==> config.mk <==
export PLATFORM = sky130hd
export DESIGN_NAME = sc_fir_out_drain_flat
export DESIGN_NICKNAME = d
export VERILOG_FILES = /design/src/rtl/sc_fir_out_drain_if.sv /design/src/rtl/sc_fir_out_drain.sv /design/src/flat_wrapper.sv
export SDC_FILE = /design/constraint.sdc
export NUM_CORES = 1
export LEC_CHECK = 0
export BUFFER_PORTS_ARGS = -buffer_cell sky130_fd_sc_hd__buf_2
export CORE_UTILIZATION = 57
export CTS_CLUSTER_DIAMETER = 150
export CTS_CLUSTER_SIZE = 40
export DETAILED_ROUTE_END_ITERATION = 8
export PLACE_DENSITY = 0.89
export SKIP_LAST_GASP = 1
export SYNTH_ARGS = -nofsm -noshare
export SYNTH_HDL_FRONTEND = slang
export SYNTH_SLANG_ARGS = --single-unit
==> constraint.sdc <==
create_clock -name clock -period 4.15 [get_ports clock]
set_input_delay 0.415 -clock clock [delete_from_list [all_inputs] [get_ports clock]]
set_output_delay 0.415 -clock clock [all_outputs]
set_load 0.02 [all_outputs]
==> src/rtl/sc_fir_out_drain_if.sv <==
// rtl/sc_fir_out_drain_if.sv - packed-frame input and lane stream bundle for sc_fir_out_drain
interface sc_fir_out_drain_if #(
    parameter int N     = 12,
    parameter int LANES = 4
) ();
    localparam int LIW = (LANES > 1) ? $clog2(LANES) : 1;

    logic [(N+1)*LANES-1:0] in;
    logic                   in_done;
    logic [N+1:0]           out_data;
    logic [LIW-1:0]         out_lane;
    logic                   out_last;
    logic                   out_valid;
    logic                   out_ready;
    logic                   overflow;
    logic [15:0]            frame_cnt;
    logic                   busy;

    // master: the drain itself; slave: filter bank plus downstream consumer
    modport master (
        input  in, in_done, out_ready,
        output out_data, out_lane, out_last, out_valid, overflow, frame_cnt, busy
    );

    modport slave (
        output in, in_done, out_ready,
        input  out_data, out_lane, out_last, out_valid, overflow, frame_cnt, busy
    );
endinterface

==> src/rtl/sc_fir_out_drain.sv <==
// rtl/sc_fir_out_drain.sv - frame FIFO and lane serializer for the SC FIR bank output
module sc_fir_out_drain #(
    parameter int N       = 12,
    parameter int LANES   = 4,
    parameter int DEPTH   = 2,
    parameter int BIPOLAR = 1
) (
    input  logic                clock,
    input  logic                reset,
    sc_fir_out_drain_if.master  bus
);
    localparam int LW  = N + 1;
    localparam int FW  = LW * LANES;
    localparam int DW  = N + 2;
    localparam int LIW = (LANES > 1) ? $clog2(LANES) : 1;
    localparam int PW  = (DEPTH > 1) ? $clog2(DEPTH) : 1;
    localparam int CW  = PW + 1;

    localparam logic [LW-1:0]  FULL_SCALE = LW'(1) << N;
    localparam logic [DW-1:0]  OFFSET     = DW'(1) << N;
    localparam logic [LIW-1:0] LAST_LANE  = LIW'(LANES - 1);
    localparam logic [CW-1:0]  FIFO_FULL  = CW'(DEPTH);

    typedef enum logic {IDLE, SEND} state_t;

    state_t          state_q, state_d;
    logic [FW-1:0]   mem_q [DEPTH];
    logic [FW-1:0]   mem_d [DEPTH];
    logic [PW-1:0]   wr_ptr_q, wr_ptr_d;
    logic [PW-1:0]   rd_ptr_q, rd_ptr_d;
    logic [CW-1:0]   count_q, count_d;
    logic [LIW-1:0]  idx_q, idx_d;
    logic            out_valid_q, out_valid_d;
    logic            out_last_q, out_last_d;
    logic [DW-1:0]   out_data_q, out_data_d;
    logic            overflow_q, overflow_d;
    logic [15:0]     frame_cnt_q, frame_cnt_d;

    logic            xfer, pop, push, full;
    logic [FW-1:0]   head_next;
    logic [LW-1:0]   lane_next;

    function automatic logic [DW-1:0] convert(input logic [LW-1:0] v);
        logic [LW-1:0] c;
        c = (v > FULL_SCALE) ? FULL_SCALE : v;
        if (BIPOLAR != 0) begin
            convert = {c, 1'b0} - OFFSET;
        end else begin
            convert = {1'b0, v};
        end
    endfunction

    always_comb begin
        state_d     = state_q;
        mem_d       = mem_q;
        wr_ptr_d    = wr_ptr_q;
        rd_ptr_d    = rd_ptr_q;
        idx_d       = idx_q;
        overflow_d  = overflow_q;
        frame_cnt_d = frame_cnt_q;
        out_valid_d = 1'b0;
        out_last_d  = 1'b0;
        out_data_d  = '0;

        xfer = (state_q == SEND) && bus.out_ready;
        pop  = xfer && out_last_q;
        full = (count_q == FIFO_FULL);
        // a pop of the last lane frees the slot the incoming frame needs
        push = bus.in_done && (!full || pop);

        if (push) begin
            mem_d[wr_ptr_q] = bus.in;
            wr_ptr_d        = wr_ptr_q + PW'(1);
        end
        if (pop) begin
            rd_ptr_d    = rd_ptr_q + PW'(1);
            frame_cnt_d = frame_cnt_q + 16'd1;
        end
        if (bus.in_done && full && !pop) begin
            overflow_d = 1'b1;
        end
        count_d = count_q + CW'(push) - CW'(pop);

        if (xfer) begin
            idx_d = out_last_q ? '0 : idx_q + LIW'(1);
        end

        // outputs are registered, so look ahead at the head as it will be after this edge
        head_next = (push && (count_q - CW'(pop)) == '0) ? bus.in : mem_q[rd_ptr_d];
        lane_next = head_next[int'(idx_d) * LW +: LW];

        if (count_d != '0) begin
            state_d     = SEND;
            out_valid_d = 1'b1;
            out_last_d  = (idx_d == LAST_LANE);
            out_data_d  = convert(lane_next);
        end else begin
            state_d = IDLE;
            idx_d   = '0;
        end
    end

    always_ff @(posedge clock) begin
        if (reset) begin
            state_q     <= IDLE;
            for (int i = 0; i < DEPTH; i++) begin
                mem_q[i] <= '0;
            end
            wr_ptr_q    <= '0;
            rd_ptr_q    <= '0;
            count_q     <= '0;
            idx_q       <= '0;
            out_valid_q <= 1'b0;
            out_last_q  <= 1'b0;
            out_data_q  <= '0;
            overflow_q  <= 1'b0;
            frame_cnt_q <= '0;
        end else begin
            state_q     <= state_d;
            mem_q       <= mem_d;
            wr_ptr_q    <= wr_ptr_d;
            rd_ptr_q    <= rd_ptr_d;
            count_q     <= count_d;
            idx_q       <= idx_d;
            out_valid_q <= out_valid_d;
            out_last_q  <= out_last_d;
            out_data_q  <= out_data_d;
            overflow_q  <= overflow_d;
            frame_cnt_q <= frame_cnt_d;
        end
    end

    assign bus.out_valid = out_valid_q;
    assign bus.out_last  = out_last_q;
    assign bus.out_lane  = idx_q;
    assign bus.out_data  = out_data_q;
    assign bus.overflow  = overflow_q;
    assign bus.frame_cnt = frame_cnt_q;
    assign bus.busy      = (count_q != '0) || out_valid_q;
endmodule

==> src/flat_wrapper.sv <==
// flat-port wrapper written by rule: the top's interface ports become plain ports
module sc_fir_out_drain_flat 
#(
    parameter int N       = 12,
    parameter int LANES   = 4,
    parameter int DEPTH   = 2,
    parameter int BIPOLAR = 1
)
  (clock, reset, bus_in, bus_in_done, bus_out_ready, bus_out_data, bus_out_lane, bus_out_last, bus_out_valid, bus_overflow, bus_frame_cnt, bus_busy);
  sc_fir_out_drain_if #(.N(N), .LANES(LANES)) bus_i ();
  input  logic clock;
  input  logic reset;
  input wire logic [$bits(bus_i.in)-1:0] bus_in;
  input wire logic [$bits(bus_i.in_done)-1:0] bus_in_done;
  input wire logic [$bits(bus_i.out_ready)-1:0] bus_out_ready;
  output wire logic [$bits(bus_i.out_data)-1:0] bus_out_data;
  output wire logic [$bits(bus_i.out_lane)-1:0] bus_out_lane;
  output wire logic [$bits(bus_i.out_last)-1:0] bus_out_last;
  output wire logic [$bits(bus_i.out_valid)-1:0] bus_out_valid;
  output wire logic [$bits(bus_i.overflow)-1:0] bus_overflow;
  output wire logic [$bits(bus_i.frame_cnt)-1:0] bus_frame_cnt;
  output wire logic [$bits(bus_i.busy)-1:0] bus_busy;
  assign bus_i.in = bus_in;
  assign bus_i.in_done = bus_in_done;
  assign bus_i.out_ready = bus_out_ready;
  assign bus_out_data = bus_i.out_data;
  assign bus_out_lane = bus_i.out_lane;
  assign bus_out_last = bus_i.out_last;
  assign bus_out_valid = bus_i.out_valid;
  assign bus_overflow = bus_i.overflow;
  assign bus_frame_cnt = bus_i.frame_cnt;
  assign bus_busy = bus_i.busy;
  sc_fir_out_drain #(.N(N), .LANES(LANES), .DEPTH(DEPTH), .BIPOLAR(BIPOLAR)) u_core (.clock(clock), .reset(reset), .bus(bus_i));
endmodule
==> results.tsv, run 1 <==
stage	metric	value	unit
drt	post-detailed-route count of antenna-violating nets	0	
worst_setup_path	critical path peak fanout	29	
drt	Initial DRT Pass Iterations	5	
sta	final hold viol count	0	
clocking	CTS tree	built	
global_route	vias in the first global route	6084	
sta	worst-margin pin slew	1.13	ns
sta	worst rel slew slack	0.245	
synth	number of distinct library cells after synthesis	49	
run_status	status	complete, no violations	
place	DP HPWL	10200	um
synth	Synth warnings	0	
synth	top post-synthesis cells by area	dfxtp_1 (43%), nand2_1 (18%), a21oi_1 (8.8%)	
clocking	CTS H-tree lvls	4	
synth	async set or reset register ratio after synthesis	0	
worst_hold_path	hold crit path type	input port to flop	
pwr	power per cell area	503	nW/um^2
global_route	largest net degree at the start of global routing	77	
synth	Syn Nets	941	
synth	register bit total from synthesis	142	
final_layout	fill count	890	
drt	DRT iter0 DRCs	724	
sta	Final Cycle Share	0.794	
sta	f_max	303	MHz
sta	WHS	0.256	ns
synth	Cells after Synth	883	
final_layout	share of post-route cells with drive strength above 1	0.160	
synth	Avg Cell Area, Syn	7.42	sq um
sta	setup TNS	0	ns
worst_setup_path	Critical Path Start Type	flop	
synth	top-count cell post-synth	nand2_1	
pwr	static leakage	2.87	nW
pwr	Max VDD drop	438	uV
drt	via count	6343	
sta	unrepaired setup endpoints after global routing	no	
final_layout	nets@finish	987	
sta	Period minus WS final	3.30	ns
synth	top-area cell type share of the netlist area	0.434	
floorplanning	FP Rows	38	
worst_setup_path	crit path kind	flop to flop	
place	placed insts	1050	
worst_setup_path	endpoint type of the worst setup path	flop	
floorplanning	Initial Util	0.594	
drt	Vias/cell	5.87	
synth	number of synthesized flops with an enable pin	0	
floorplanning	core area	11000	sq um
clocking	post-CTS setup buffer count	0	
clocking	Root Buffer Master	clkbuf_16	
place	final RePlAce weighted congestion	0.810	
drt	DRC viols	0	
synth	Synth Flop Type	dfxtp_1	
floorplanning	die area	11900	sq um
synth	Seq/Total Area, Yosys	0.434	
global_route	GRT Overall Usage	0.311	
sta	skew final	0.00818	ns
clocking	CTS sink cnt	142	
sta	# setup viols final	0	
global_route	initial antenna violation count	0	
clocking	post-cts hold buffer count	0	
floorplanning	I/O Pins	92	
floorplanning	Die X	109	um
drt	routed length per instance	16.0	um
clocking	clock-pin slew on the worst setup and hold paths	0.06	ns
worst_setup_path	CP Data Arrival Time	3.61	ns
run	MaxCap Viol Count	0	
final_layout	# diodes	0	
synth	Post-Syn Area	6550	sq um
final_layout	Area Growth Syn to Fin	16.5	%
clocking	Worst-Skew Late Latency	0.42	ns
place	IO buf count	90	
synth	Synth area leader	dfxtp_1	
sta	Max Slew Vio Count	0	
synth	synth cell count leaders	nand2_1 (318), dfxtp_1 (142), a21oi_1 (115)	
clocking	Num CTS Buffers	17	
floorplanning	Die H	109	um
final_layout	final std cells w/o fill	1081	
global_route	first-pass GRT wire length	28800	um
drt	Post-Route WL	17300	um
clocking	clk buf depth	2	
clocking	CTS resizes	0	
worst_setup_path	CP Data Required Time	4.47	ns
global_route	grt ovf	0	
## metrics by stage
step | worst slack [ns] | instance area [sq um] | power [mW] | util
finish | 0.853 | 7620 | 3.83 | 0.691
global route | 0.627 | 7620 | 3.97 | 0.691
CTS | 0.904 | 7620 | 3.83 | 0.691
detailed placement | 0.795 | 6960 | 2.13 | 0.631
global placement | 0.838 | 6960 | 2.11 | 0.631
floorplan | 1.04 | 6550 | 1.95 | -
## cell families after synthesis
family	after synthesis	share of synthesized area
simple gates	424	0.272
compound gates	216	0.206
flops	142	0.434
buf+inv	78	0.0510
xor+xnor	16	0.0254
mux	4	0.00688
fa+ha+maj	2	0.00382
other cells	1	0.000573
## power by group
| group | internal [mW] | total (mW) | switching, mW |
|---|---|---|---|
| Combinational | 0.209 | 0.613 | 0.403 |
| Sequential | 1.45 | 1.50 | 0.0500 |
| Clock | 1.14 | 1.72 | 0.577 |
## registers in the layout, summed over array words and instances, names as in the netlist
signal	flops
u_core.bus.frame_cnt	16
u_core.bus.out_data	13
u_core.bus.out_lane	2
u_core.bus.out_last	1
u_core.bus.overflow	1
u_core.count_q	2
u_core.mem_q	104
u_core.rd_ptr_q	1
u_core.state_q	1
u_core.wr_ptr_q	1
## cell type report
cell class                      count  area (sq um)  share of cell area
Clock buffer                       20           447              0.0586
Clock inverter                     11           214              0.0281
Inverter                            6          22.5             0.00295
Multi-Input combinational cell    663          3400               0.446
Sequential cell                   142          2840               0.373
Tap cell                          140           175              0.0230
Timing Repair Buffer               99           520              0.0683
## worst paths after layout
check	slack (ns)	depth (start not counted)	to	from
worst max-delay path	0.85	10	u_core.bus.out_data[8]	u_core.state_q
worst min-delay path	0.26	3	u_core.mem_q[18]	bus_in[18]
worst max register to register	0.85	10	u_core.bus.out_data[8]	u_core.state_q
worst min register to register	0.45	2	u_core.mem_q[27]	u_core.mem_q[27]
## layout by cell type, fill, tap and decap left out, types with 4 or more instances in the layout
cell type  count
a311oi_1      14
nand3_1        7
nand2b_1       8
buf_2         89
a211oi_2       9
or3_1          5
clkbuf_16     17
nand4_1        4
o31ai_1        4
dfxtp_1      142
nor3_1        28
nor2_1        20
a21oi_1      115
a211oi_1      11
o21ai_0       24
xor2_1        10
inv_1          5
o22a_1        11
and3_1        23
nand2_1      317
a31oi_1       12
buf_4         10
bufinv_16      6
## worst max-delay path: stages (launching register included)
cell and delay [ns]:
dfxtp_1 0.45, and3_1 0.33, xnor2_4 0.11, inv_2 0.39, ha_1 0.27, xor2_1 0.08, or3_1 0.34, a21oi_2 0.18
nor2_2 0.09, or4_4 0.67, a211oi_2 0.27
## routing by layer
metal / part of all wire / global-route usage / vias up / wire [um]
li1: - / - / 3085 / -
met1: 0.41 / 0.384 / 2915 / 7050
met2: 0.47 / 0.508 / 299 / 8230
met3: 0.092 / 0.0932 / 44 / 1590
met4: 0.027 / 0.121 / 0 / 470
met5: 0 / 0 / - / 0
No activity file was read; power rests on OpenSTA's default activity.
==> run 2: changes to the inputs <==
Clock period 4.15 ns to 3.2 ns, I/O delays scaled along.
==> run 2 against run 1 <==
Utilization increased by 0.51 points. Via count increased by 3.7%. Register-to-register slack got worse by 0.66 ns. Global-route usage increased by 0.14 points.
==> results.tsv, run 2 (synthesized netlist as in run 1, its figures left out) <==
stage	metric	value	unit	change
run_status	status	complete, no violations		
pwr	total power draw	4.94	mW	+29%
drt	DRT iter0 DRCs	549		-24%
final_layout	nets@finish	994		+0.71%
place	final RePlAce weighted congestion	0.831		+2.5%
sta	unrepaired setup endpoints after global routing	no		
worst_setup_path	R2R depth	10		unchanged
worst_setup_path	FF-to-FF Start	u_core.state_q		
pwr	Max VDD drop	580	uV	+32%
drt	DRC viols	0		unchanged
clocking	clk buf depth	2		unchanged
global_route	largest net degree at the start of global routing	77		unchanged
clocking	Num CTS Buffers	17		unchanged
drt	Post-Route WL	18100	um	+4.3%
worst_hold_path	hold path start	bus_in[7]		
floorplanning	core area	11000	sq um	unchanged
global_route	vias in the first global route	5996		-1.4%
clocking	CTS tree	built		
global_route	first-pass GRT wire length	28800	um	+0.12%
floorplanning	I/O Pins	92		unchanged
sta	WHS	0.156	ns	-0.100 ns
drt	via count	6580		+3.7%
drt	routed length per instance	16.6	um	+3.6%
final_layout	Area Growth Syn to Fin	17.3	%	
sta	f_max	333	MHz	+9.8%
worst_setup_path	CP Data Arrival Time	3.33	ns	-0.28 ns
place	IO buf count	90		unchanged
final_layout	final std cells w/o fill	1089		+0.74%
floorplanning	Initial Util	0.594		unchanged
final_layout	highest-count cells in the layout ignoring fill and taps	nand2_1 (317), dfxtp_1 (142), a21oi_1 (115), buf_2 (89), nor3_1 (28)		
pwr	switching share of power	0.278		+0.00865
sta	Setup WS post-layout	0.198	ns	-0.656 ns
sta	Period minus WS final	3.00	ns	-0.294 ns
pwr	Clock Power Share	0.438		-0.010
clocking	CTS sink cnt	142		unchanged
worst_setup_path	reg2reg setup slack	0.20	ns	-0.66 ns
pwr	static leakage	2.91	nW	+1.2%
sta	setup TNS	0	ns	unchanged
pwr	power per cell area	644	nW/um^2	+28%
worst_setup_path	endpoint type of the worst setup path	flop		
floorplanning	die area	11900	sq um	unchanged
clocking	CTS H-tree lvls	4		unchanged
sta	final hold viol count	0		unchanged
clocking	clock-pin slew on the worst setup and hold paths	0.06	ns	about the same
clocking	Root Buffer Master	clkbuf_16		
global_route	initial antenna violation count	0		unchanged
pwr	Psw	1.37	mW	+33%
clocking	post-cts hold buffer count	0		unchanged
floorplanning	Die X	109	um	unchanged
final_layout	number of flip-flops in the largest register	104		unchanged
worst_setup_path	Critical Path Start Type	flop		
place	placed insts	1057		+0.67%
worst_hold_path	Hold Path Sink	u_core.mem_q[7]		
final_layout	# diodes	0		unchanged
floorplanning	Die H	109	um	unchanged
sta	skew final	0.0106	ns	+0.00237 ns
place	DP HPWL	10800	um	+5.4%
drt	post-detailed-route count of antenna-violating nets	0		unchanged
worst_setup_path	critical path peak fanout	12		-59%
clocking	post-CTS setup buffer count	0		unchanged
pwr	Internal	3.57	mW	+28%
final_layout	share of post-route cells with drive strength above 1	0.166		+0.00602
sta	Max Slew Vio Count	0		unchanged
drt	Initial DRT Pass Iterations	7		+2
run	MaxCap Viol Count	0		unchanged
sta	Final Cycle Share	0.938		+0.144
place	DP Worst Slack	0.226	ns	-0.569 ns
sta	worst-margin pin slew	0.918	ns	-0.215 ns
sta	# setup viols final	0		unchanged
drt	Vias/cell	6.04		+3.0%
clocking	CTS resizes	0		unchanged
sta	worst rel slew slack	0.388		+0.143
worst_hold_path	hold crit path type	input port to flop		
clocking	Worst-Skew Late Latency	0.42	ns	about the same
global_route	grt ovf	0		unchanged
worst_setup_path	CP Data Required Time	3.53	ns	-0.94 ns
worst_setup_path	r2r endpoint	u_core.bus.out_data[9]		
pwr	Flop pwr share	0.395		+0.003
final_layout	most common cell after layout, fill and taps aside	nand2_1		
final_layout	Largest Register	u_core.mem_q		
floorplanning	FP Rows	38		unchanged
worst_hold_path	hold-critical path depth	3		unchanged
pwr	Comb power frac	0.167		+0.007
worst_setup_path	crit path kind	flop to flop		
global_route	GRT Overall Usage	0.312		+0.00137
## run 2: cell count changes in the layout (fill, tap and decap cells not counted)
cell	change
buf_4	+5
bufinv_16	-1
o21ai_0	+1
o21ai_1	-1
buf_12	+2
clkinv_2	+1
clkbuf_1	+1
## run 2: worst max-delay path: stages (launching register included)
cell and delay, ns:
dfxtp_1 0.46, and3_1 0.33, xnor2_4 0.18, inv_2 0.06, ha_1 0.19, xor2_1 0.15
or3_1 0.33, a21oi_2 0.18, nor2_2 0.09, or4_4 0.67, a311oi_1 0.27
## run 2: layer usage
| layer | global-route usage | routed length, um | share of wire | up-vias |
|---|---|---|---|---|
| met5 | 0 | 0 | 0 | - |
| met4 | 0.160 | 674 | 0.037 | 0 |
| met3 | 0.0687 | 1640 | 0.091 | 61 |
| met2 | 0.518 | 8520 | 0.47 | 351 |
| met1 | 0.379 | 7260 | 0.40 | 3067 |
| li1 | - | - | - | 3101 |
## run 2: through the flow
| stage | area, sq um | util |
|---|---|---|
| 2_1_floorplan | 6550 | - |
| 3_3_place_gp | 7040 | 0.638 |
| 3_5_place_dp | 7040 | 0.638 |
| 4_1_cts | 7680 | 0.696 |
| 5_1_grt | 7680 | 0.696 |
| 6_report | 7680 | 0.696 |
## run 2: layout make-up
class / instances / area, sq um
inverters: 6 / 22.5
multi-input cells: 663 / 3400
well taps: 140 / 175
fillers: 866 / 3350
clock inverters: 11 / 189
repair buffers: 106 / 598
clock buffers: 21 / 450
flip-flops and latches: 142 / 2840
## run 2: power by group through the flow
stage               Combinational, mW  Sequential (mW)  Clock, mW
global placement                0.782             1.98          0
CTS                             0.812             1.95       2.17
finish                          0.825             1.95       2.17
detailed placement              0.798             1.99          0
floorplan                       0.523             2.01          0
global route                    0.893             1.96       2.24
## run 2: how the worst max path moves through the flow
stage,from,slack (ns),endpoint
floorplan,u_core.state_q,0.09,u_core.bus.out_data[10]
global placement,bus_out_ready,0.27,u_core.bus.out_data[9]
detailed placement,bus_out_ready,0.23,u_core.bus.out_data[9]
CTS,u_core.state_q,0.22,u_core.bus.out_data[9]
global route,u_core.state_q,0.04,u_core.bus.out_data[9]
finish,u_core.state_q,0.20,u_core.bus.out_data[9]
